File: src/rtl/fp_mul_result_q.sv
// Result queue behind the combinational FP multiplier.
// Buffers product/class entries and tracks sticky status and event counts.
module fp_mul_result_q #(
  parameter int N_EXP = 11,
  parameter int N_MAN = 52,
  parameter int DEPTH = 4,
  parameter int CNT_W = 16,
  localparam int W  = N_EXP + N_MAN + 1,
  localparam int PW = $clog2(DEPTH),
  localparam int LW = $clog2(DEPTH + 1)
) (
  input  logic          clk,
  input  logic          rst_n,
  input  logic          in_valid,
  output logic          in_ready,
  input  logic [W-1:0]  in_p,
  input  logic          in_nan,
  input  logic          in_inf,
  input  logic          in_zero,
  input  logic          in_dnorm,
  input  logic          in_norm,
  output logic          out_valid,
  input  logic          out_ready,
  output logic [W-1:0]  out_p,
  output logic [4:0]    out_cls,
  input  logic          flag_clr,
  output logic [4:0]    sticky,
  output logic [CNT_W-1:0] cnt_nan,
  output logic [CNT_W-1:0] cnt_inf,
  output logic [CNT_W-1:0] cnt_zero,
  output logic [LW-1:0] level
);

  logic [W+4:0]    mem_q [DEPTH];
  logic [PW-1:0]   wr_q, wr_d;
  logic [PW-1:0]   rd_q, rd_d;
  logic [LW-1:0]   level_q, level_d;
  logic [4:0]      sticky_q, sticky_d;
  logic [CNT_W-1:0] cn_q, cn_d;
  logic [CNT_W-1:0] ci_q, ci_d;
  logic [CNT_W-1:0] cz_q, cz_d;
  logic [4:0]      in_cls;
  logic [W+4:0]    head;
  logic            push, pop;

  function automatic logic [CNT_W-1:0] bump(
    input logic [CNT_W-1:0] c,
    input logic             hit
  );
    if (!hit || (&c)) return c;
    return c + CNT_W'(1);
  endfunction

  assign in_cls    = {in_nan, in_inf, in_zero, in_dnorm, in_norm};
  assign in_ready  = (level_q != LW'(DEPTH));
  assign out_valid = (level_q != '0);
  assign push      = in_valid & in_ready;
  assign pop       = out_valid & out_ready;
  assign head      = mem_q[rd_q];
  assign out_p     = out_valid ? head[W+4:5] : '0;
  assign out_cls   = out_valid ? head[4:0] : '0;
  assign level     = level_q;
  assign sticky    = sticky_q;
  assign cnt_nan   = cn_q;
  assign cnt_inf   = ci_q;
  assign cnt_zero  = cz_q;

  // Entry storage; contents are don't-care once the level says empty.
  always_ff @(posedge clk) begin
    if (push) mem_q[wr_q] <= {in_p, in_cls};
  end

  // Pointer, level, sticky and counter next-state.
  always_comb begin
    wr_d     = wr_q;
    rd_d     = rd_q;
    level_d  = level_q;
    sticky_d = sticky_q;
    cn_d     = cn_q;
    ci_d     = ci_q;
    cz_d     = cz_q;
    if (push) wr_d = wr_q + PW'(1);
    if (pop)  rd_d = rd_q + PW'(1);
    unique case ({push, pop})
      2'b10:   level_d = level_q + LW'(1);
      2'b01:   level_d = level_q - LW'(1);
      default: level_d = level_q;
    endcase
    if (flag_clr) begin
      sticky_d = push ? in_cls : '0;
      cn_d = (push && in_nan)  ? CNT_W'(1) : '0;
      ci_d = (push && in_inf)  ? CNT_W'(1) : '0;
      cz_d = (push && in_zero) ? CNT_W'(1) : '0;
    end else if (push) begin
      sticky_d = sticky_q | in_cls;
      cn_d = bump(cn_q, in_nan);
      ci_d = bump(ci_q, in_inf);
      cz_d = bump(cz_q, in_zero);
    end
  end

  // State registers with synchronous active-low reset.
  always_ff @(posedge clk) begin
    if (!rst_n) begin
      wr_q     <= '0;
      rd_q     <= '0;
      level_q  <= '0;
      sticky_q <= '0;
      cn_q     <= '0;
      ci_q     <= '0;
      cz_q     <= '0;
    end else begin
      wr_q     <= wr_d;
      rd_q     <= rd_d;
      level_q  <= level_d;
      sticky_q <= sticky_d;
      cn_q     <= cn_d;
      ci_q     <= ci_d;
      cz_q     <= cz_d;
    end
  end

endmodule
File: config.mk
export PLATFORM = sky130hd
export DESIGN_NAME = fp_mul_result_q
export DESIGN_NICKNAME = d
export VERILOG_FILES = /design/src/rtl/fp_mul_result_q.sv
export SDC_FILE = /design/constraint.sdc
export NUM_CORES = 1
export LEC_CHECK = 0
export CAP_MARGIN = 20
export CELL_PAD_IN_SITES_DETAIL_PLACEMENT = 0
export CELL_PAD_IN_SITES_GLOBAL_PLACEMENT = 1
export CORE_MARGIN = 2
export CORE_UTILIZATION = 48
export DETAILED_ROUTE_END_ITERATION = 12
export GPL_ROUTABILITY_DRIVEN = 0
export PLACE_DENSITY = 0.81
export RECOVER_POWER = 25
export SLEW_MARGIN = 20
export SYNTH_ARGS = -nofsm -noshare
export SYNTH_HDL_FRONTEND = slang
export SYNTH_SLANG_ARGS = --single-unit
export TNS_END_PERCENT = 50
File: constraint.sdc
create_clock -name clk -period 8.9 [get_ports clk]
set_clock_uncertainty 0.15 [all_clocks]
set_input_delay 0.89 -clock clk [delete_from_list [all_inputs] [get_ports clk]]
set_output_delay 0.89 -clock clk [all_outputs]
set_load 0.05 [all_outputs]
==> results by group <==
Status
  • Status: finished clean

Routing
  • Routed Antenna Nets: 0
  • Initial drt markers: just under 700
  • Vias: 7524
  • Vias per Instance: approximately 5.4
  • Pre-antenna DRT Iters: 5
  • DRC: 0
  • Wirelength per Cell: 19.7 um
  • Final Routed Wirelength: 27700 um

Yosys
  • Ys Warns: 0
  • EDFF count, synth: 276
  • #FFs+latches synth: between 300 and 400
  • Synth top area cells: edfxtp_1, mux4_2, dfxtp_1
  • Synth Area per Inst: 16.9 um2
  • Dominant cell type by area after synthesis: edfxtp_1
  • Mapped Area: 0.0135 mm2
  • Top FF cell, synth: edfxtp_1
  • Register area share after synthesis: a little over two thirds
  • Async set or reset register ratio after synthesis: 0%
  • Synth top area share: 61.5%
  • Synthesized instance count: 798
  • Syn nets: approximately 900
  • Netlist cell types: 50

Floorplan
  • Die W: 172 um
  • Die area: about 0.029 mm2
  • Initial Utilization: between 40% and 50%
  • Core Area: 0.0277 mm2
  • I/O Pins: 201
  • Core Rows: 61
  • Chip Height: 172 um

Critical path
  • Max incr delay on CP: 820 ps
  • Critical-path top delay cell: dfxtp_4
  • CP cell instances: buf_4, mux4_2, and2_1, clkdlybuf4s50_1
  • Worst path required time: 7860 ps
  • Top Family by Delay on Critical Path: buffers and inverters
  • Worst Path Arrival: 3510 ps
  • Startpoint types: flop
  • Slack of the worst reg-to-reg path: 5990 ps
  • Critical path class: reg2out
  • CP Buf/Inv Count: 2
  • CP Capture Type: output pin
  • Worst-path fanout max: 35

GRT
  • Antenna violations before repair: 3
  • Global Route met2 Usage: a little under a third
  • Met1 usage: around a quarter
  • GRT Overall Usage: 18.8%
  • Vias in the first global route: roughly 7700
  • Largest net degree at the start of global routing: ~70
  • Grt peak-use layer: met2
  • Met3 Resource Use GR: 5.09%
  • Grt total ovfl: 0
  • Global-route wire length before repair: 42100 um

STA
  • Highest Clock Rate: 0.220 GHz
  • Final hold violation count: 0
  • Max-Slew Margin vs Limit: 30.3%
  • Worst slew pin tran: about 1000 ps
  • Slew Viols, Final: 0
  • Final setup TNS: 0 ps
  • RSZ-0062 raised after global routing: false
  • Fin crit share: 51.2%
  • Min Clock Period, post-route: 4550 ps
  • Count of final setup violators: 0

Pwr
  • Gate power share: 36.4%
  • Internal Power: around 3400 uW
  • Clock group share of total power: 25.8%
  • Sw frac: 35.5%
  • Max VDD drop: 0.147 mV
  • Register share of total power: 37.8%
  • Leak: between 0.005 and 0.006 uW
  • Switch Pwr: between 1500 and 2000 uW
  • Power per cell area: 308 mW/mm2

Placement
  • Final HPWL DP: 16300 um
  • # port buffers: 200
  • DP Area: 0.0158 mm2

Run
  • Max Cap Violations: 0

Clock network
  • H-tree depth: 2
  • CTS Buf Count: 35
  • # clock sinks: 338
  • Worst-Skew Late Latency: around 500 ps
  • Reg clk slew, reported paths: 60 ps
  • Hold_buf cts: 0
  • Clk buf depth: 3
  • Post-CTS resize count: 0
  • Postcts setup bufs: 0
  • CTS tree: built
  • Root Driver: clkbuf_16

Final layout
  • Multi-input gate area: 0.00374 mm2
  • Filler Cell Count: 2103
  • Layout cells sized above 1: 13.1%
  • Final Cell Area: 0.0169 mm2
  • Fin nets: 1082
  • Register area: 0.00954 mm2
  • Area growth, synth to finish: 25.4%

Worst hold path
  • Worst min-delay path class: reg2reg
cells in the mapped netlist, types with 7 or more instances:
| master | instances |
|---|---|
| a21boi_0 | 7 |
| a21oi_1 | 13 |
| and2_1 | 78 |
| and3_1 | 7 |
| buf_2 | 10 |
| clkbuf_1 | 31 |
| dfxtp_1 | 62 |
| edfxtp_1 | 276 |
| ha_1 | 8 |
| inv_1 | 10 |
| mux4_2 | 69 |
| nand2_1 | 25 |
| nand2b_1 | 7 |
| nand3_1 | 19 |
| nand4_1 | 16 |
| nor2_1 | 39 |
| nor2b_1 | 8 |
| o21ai_0 | 12 |
| or3_1 | 7 |
| xnor2_1 | 23 |
sequential cells by signal, indices dropped and copies added, names as in the netlist, named ones only:
signal    count
cnt_inf      16
sticky        5
cnt_zero     16
cnt_nan      16
level         3
mem_q       276
wr_q          2
rd_q          2
final timing paths:
check / to / startpoint / cells past startpoint
max: out_p[1] / flop / 4
min: sticky[2] / sticky[2] / 2
max reg2reg: level[2] / level[0] / 9
min reg2reg: sticky[2] / sticky[2] / 2
cell usage in the layout (no fill, tap or decap), drive strengths merged, types with 3 or more instances in the layout:
master	count
a211oi	5
a21boi	7
a21oi	13
a31oi	6
a41o	3
and2	78
and3	9
and4	6
buf	7
clkbuf	44
clkdlybuf4s50	152
clkinv	15
dfxtp	62
diode	3
dlygate4sd3	48
edfxtp	276
ha	8
inv	11
mux4	69
nand2	25
nand2b	7
nand3	19
nand4	16
nor2	39
nor2b	8
nor3	5
nor4	6
nor4b	3
o21ai	12
or3	7
xnor2	23
xor2	6
power by group through the flow:
stage | clock network [uW] | registers (uW) | logic (uW)
after floorplan | 0 | 1960 | 1340
after global placement | 0 | 2000 | 1920
after detailed placement | 0 | 2010 | 1920
after CTS | 1370 | 1980 | 1930
after global routing | 1430 | 1990 | 2000
final | 1340 | 1970 | 1900
cell type report:
| class | instances | share of cell area [%] |
|---|---|---|
| Inverter | 10 | 0.222 |
| Antenna cell | 3 | 0.0444 |
| Timing Repair Buffer | 207 | 12.2 |
| Sequential cell | 338 | 56.4 |
| Clock inverter | 17 | 0.689 |
| Multi-Input combinational cell | 407 | 22.1 |
| Clock buffer | 44 | 5.51 |
| Tap cell | 378 | 2.80 |
cells by family after synthesis:
group,count (synthesis),synth area share (%)
DFF,338,70.7
xor gates and xnor gates,29,1.89
buffers and inverters,53,1.68
AOI/OAI and AO/OA,62,3.27
and+or+nand+nor,236,9.85
adders and majority gates,9,0.892
muxes,71,11.7
through the flow:
step                total power, uW  setup WS, ps  std cells  hold WS (ps)  util [%]
floorplan                      3300          5270        798           326         -
global placement               3920          4740       1340           320      57.2
detailed placement             3930          4770       1340           331      57.2
CTS                            5280          4200       1401           344      61.0
global route                   5420          4050       1401           374      61.0
finish                         5200          4350       1404           346      61.0
worst register-to-register path: cells and delay by family (launching register included):
kind | cells | cell delay, ps
simple gates | 3 | 790
buf+inv | 2 | 600
fa+ha+maj | 2 | 590
flops | 1 | 400
xor+xnor | 1 | 160
compound gates | 1 | 160
layer usage:
metal | vias up | wire [um]
li1 | 3498 | -
met1 | 3765 | 11600
met2 | 218 | 13500
met3 | 39 | 2080
met5 | - | 23
met4 | 4 | 426
Note: power is estimated with default switching activity, not from simulation.
==> variant 1 (config.mk and constraints unchanged) <==
`DEPTH`: 4 -> 8.
--- a/src/rtl/fp_mul_result_q.sv
+++ b/src/rtl/fp_mul_result_q.sv
@@ -4,5 +4,5 @@
   parameter int N_EXP = 11,
   parameter int N_MAN = 52,
-  parameter int DEPTH = 4,
+  parameter int DEPTH = 8,
   parameter int CNT_W = 16,
   localparam int W  = N_EXP + N_MAN + 1,
Interface: changed (resized level); port bits go from 201 to 202. No check against the original RTL was run, so the function may have changed too.
==> variant 1 against the unedited design <==
Wire length grew 84%; power increased by 62%; critical endpoint is now out_p[61]; worst setup slack worse by 0.51 ns; first-iteration DRC count rose by 50%; critical path type unchanged; final area is 72% higher; die area is 78% higher; sequential cell count grew 280; synthesized area grew 80%.
==> variant 1: results (changes against the unedited design) <==
Finish
  – Finished Core Util: 58.2% (-2.8 points)
  – Number of flip-flops in the largest register: 552 (+100%)
  – Inverters: 10 (unchanged)
  – Non-clock buffer total of the final layout: 224 (+8.2%)
  – Share of cells above drive strength 1: 17.7% (+4.6 points)
  – Multi-input combinational cell area: 6110 sq um (+63%)
  – Antenna Cells: 2 (-1)
  – CLK BUF: 74 (+68%)
  – Buffering overhead: 7.55% (-4.6 points)
  – Fraction of area in registers: 61.6% (+5.1 points)
  – Nets: 1591 (+47%)
  – Fill count: 3722 (+77%)
  – Clock tree cell share of total cell area: 6.84% (+0.64 points)
  – Multi-input gates: 594 (+46%)

Power
  – Max VDD drop: 0.273 mV (+87%)
  – Power Combinational: 2480 uW (+31%)
  – Power Dens Cells: 289 nW/um^2 (-6.1%)
  – Switching pwr: 2690 uW (+46%)
  – Leakage Power: 0.00890 uW (+65%)
  – Register share of total power: 40.6% (+2.8 points)

Placement
  – Post-DP Area: 27100 sq um (+71%)
  – DP Worst Slack: 4.37 ns (-0.397 ns)
  – Placed cell count: 2118 (+58%)
  – IO buf count: 201 (+0.50%)
  – DP Wirelength: 28.1 mm (+73%)

Clock tree
  – Max Buffers Root-to-Sink: 3 (unchanged)
  – CTS Sinks: 618 (+83%)
  – Total CTS buffers: 61 (+74%)
  – Latest clock arrival within the worst-skew pair: 0.60 ns (+0.10 ns)
  – Post-cts sizing count: 0 (unchanged)

Outcome
  – Status: finished clean

Route
  – Post-DR wirelength/cell: 22.8 um (+16%)
  – Final Routed Wirelength: 51.0 mm (+84%)
  – Drt first pass iters: 7 (+2)
  – Initial DRC count: 1019 (+50%)
  – DR vias: 12854 (+71%)

Synth
  – Synth warnings: 0 (unchanged)
  – Mux contribution to synthesized area: 16.0% (+4.3 points)
  – Post-synthesis sequential area ratio: 73.8% (+3.1 points)
  – Post-Synth Adder-Cell Area: 0.413% (-0.48 points)
  – Post-synth EDFFs: 552 (+100%)
  – Fraction of the mapped netlist area in compound gates: 2.79% (-0.48 points)
  – Synth Area in XOR/XNOR: 0.253% (-1.6 points)
  – Top post-synthesis cells by count: edfxtp_1 (552), mux4_2 (138), nor2_1 (95)
  – Synth Net Count: 1371 (+56%)
  – Count of cell types in the netlist: 54 (+8.0%)
  – Synth top area cells: edfxtp_1 (68%), mux4_2 (13%), dfxtp_1 (5.4%)
  – Post-Syn Instances: 1289 (+62%)

Critical path
  – Slowest Stage Delay on Critical Path: 0.88 ns (+0.06 ns)
  – Worst Path Arrival: 4.02 ns (+0.51 ns)
  – R2R depth: 11 (+2)
  – Crit-path max FO: 100 (+190%)

Timing
  – F_max: 0.198 GHz (-10%)
  – Slew at the pin with the worst max-slew slack: 1.06 ns (+0.0190 ns)

Global routing
  – Overall global routing resource usage: 19.6% (+0.78 points)
  – First-pass GRT wire length: 78.3 mm (+86%)
  – Initial antenna violation count: 7 (+4)
  – Largest net degree at the start of global routing: 101 (+40%)

Die
  – Die Span X: 229 um (+33%)
[variant 1: layer usage]
metal / GRT usage [%] / vias up / part of all wire [%]
met2: 31.7 / 380 / 48
met5: 0 / - / 0.071
met1: 27.0 / 6658 / 43
met4: 5.11 / 6 / 1.9
met3: 4.50 / 72 / 7.2
li1: - / 5738 / -
[variant 1: cells by family (layout without fill, tap and decap cells)]
group                    after synthesis  count (layout)
flip-flops                           618             618
buffers and inverters                 77             349
adder cells (fa/ha/maj)                8               8
AND/OR/NAND/NOR                      261             261
XOR/XNOR                               7               7
multiplexers                         215             215
AO/OA/AOI/OAI                        103             103
other                                  0               2
[variant 1: worst paths after layout]
check	slack (ns)	startpoint	endpoint
worst min register to register	0.31	sticky[3]	sticky[3]
worst max-delay path	3.84	flop	out_p[61]
worst min-delay path	0.31	sticky[3]	sticky[3]
worst max register to register	5.34	level[0]	level[2]
==> variant 2 (config.mk and constraints unchanged) <==
Made on the original files. Reset style: asynchronous (`rst_n`), changed in one clocked block. Comments in the files are not updated.
--- a/src/rtl/fp_mul_result_q.sv
+++ b/src/rtl/fp_mul_result_q.sv
@@ -101,5 +101,5 @@
 
   // State registers with synchronous active-low reset.
-  always_ff @(posedge clk) begin
+  always_ff @(posedge clk or negedge rst_n) begin
     if (!rst_n) begin
       wr_q     <= '0;
Behaviour: differs if rst_n is asserted again (counterexample within 4 cycles, from zero or initial values and one cycle with rst_n low); with rst_n held inactive, the same outputs for 4 cycles.
==> variant 2 against the unedited design <==
Die area rose by 0.64%; final area rose by 0.87%; sequential cell count fell by 2; sequential share of layout area rose by 1.0 points; worst setup slack improved by 0.11 ns; power rose by 16%; synthesized area rose by 0.66%; non-clock buffer count did not move; combinational power rose by 32%; clock power barely moved; wire length fell by 0.45%; maximum frequency rose by 2.5%; largest cell class unchanged; largest power group is now combinational cells; highest routed layer unchanged.
==> variant 2: results (changes against the unedited design) <==
Finish
  – Share of cells above drive strength 1: 13.4% (+0.31 points)
  – Fill count: 2068 (-1.7%)
  – Nets: 1065 (-1.6%)

Global routing
  – Initial antenna violation count: 5 (+2)
  – Vias in the first global route: 7461 (-2.6%)

Synth
  – Synth top area cells: edfxtp_1 (61%), mux4_2 (11%), dfrtp_1 (11%)
  – Top post-synthesis cells by count: edfxtp_1 (276), and2_1 (74), mux4_2 (69)
  – Mux contribution to synthesized area: 11.8% (+0.080 points)
  – Synth Net Count: 856 (-2.8%)
  – Fraction of the mapped netlist area in compound gates: 1.61% (-1.7 points)
  – Post-synthesis sequential area ratio: 72.2% (+1.5 points)
  – Synth Area in XOR/XNOR: 2.71% (+0.83 points)

Critical path
  – Slowest Stage Delay on Critical Path: 0.71 ns (-0.11 ns)
  – R2R depth: 10 (+1)
  – CP Capture Point: out_p[8]
  – RR Endpoint: level[2]

Power
  – Leakage Power: 0.00580 uW (+7.9%)
  – Sw Share: 37.9% (+2.4 points)

Route
  – Metal-1 WL: 12.2 mm (+4.8%)
  – DR vias: 7440 (-1.1%)
  – Initial DRC count: 562 (-17%)
  – Final Routed Wirelength: 27.5 mm (-0.45%)
  – Routed wl met3: 1.82 mm (-13%)

Timing
  – Slew at the pin with the worst max-slew slack: 1.09 ns (+0.0434 ns)
  – F_max: 0.225 GHz (+2.5%)

Placement
  – Post-DP Area: 16000 sq um (+0.80%)
  – DP Wirelength: 16.3 mm (+0.19%)
  – Placed cell count: 1323 (-1.3%)

Outcome
  – Status: finished clean
-- variant 2: changes by cell type in the layout (fill, tap and decap cells not counted), moves of 6 or more --
cell / before / now
dfxtp_1: 60 / 0
dfrtp_1: 0 / 58
clkdlybuf4s50_1: 152 / 146
a21boi_0: 7 / 0
a21oi_1: 13 / 5
o211ai_1: 1 / 8
nor2b_1: 8 / 1
nor2_1: 39 / 50
xnor2_1: 23 / 17
xor2_1: 6 / 25
-- variant 2: power groups by stage --
stage	logic, uW	registers, uW	clock network [uW]
after floorplan	1770	2170	0
after global placement	2550	2210	0
after detailed placement	2560	2220	0
after CTS	2560	2190	1370
after global routing	2660	2210	1440
final	2510	2180	1340
-- variant 2: cells by family after synthesis --
| family | count (synthesis) |
|---|---|
| flip-flops | 336 |
| buffers and inverters | 49 |
| AO/OA/AOI/OAI | 33 |
| multiplexers | 73 |
| XOR/XNOR | 42 |
| adder cells (fa/ha/maj) | 9 |
| AND/OR/NAND/NOR | 231 |
-- variant 2: per-layer routing --
metal	vias up	GRT usage (%)
met1	3752	26.7
met4	2	4.68
met5	-	0
met3	39	4.46
li1	3419	-
met2	228	29.9
-- variant 2: area by class of cell --
cell class	count	area (sq um)	area share (%)
inverters	14	52.6	0.308
diodes	5	12.5	0.0734
well taps	378	473	2.78
repair buffers	207	2050	12.0
multi-input cells	388	3600	21.1
flip-flops and latches	336	9800	57.5
clock buffers	44	941	5.52
clock inverters	18	118	0.690
-- variant 2: how the worst min path moves through the flow --
stage	start	to	slack, ns	cells past startpoint
finish	level[2]	level[2]	0.39	1
global route	sticky[2]	sticky[2]	0.41	2
CTS	sticky[2]	sticky[2]	0.39	2
detailed placement	sticky[2]	sticky[2]	0.36	2
global placement	sticky[0]	sticky[0]	0.37	2
floorplan	wr_q[1]	wr_q[1]	0.43	2
-- variant 2: through the flow --
stage	hold WS, ns	util (%)
global placement	0.366	57.5
CTS	0.389	61.3
detailed placement	0.363	57.5
finish	0.387	61.3
global route	0.407	61.3
floorplan	0.430	-
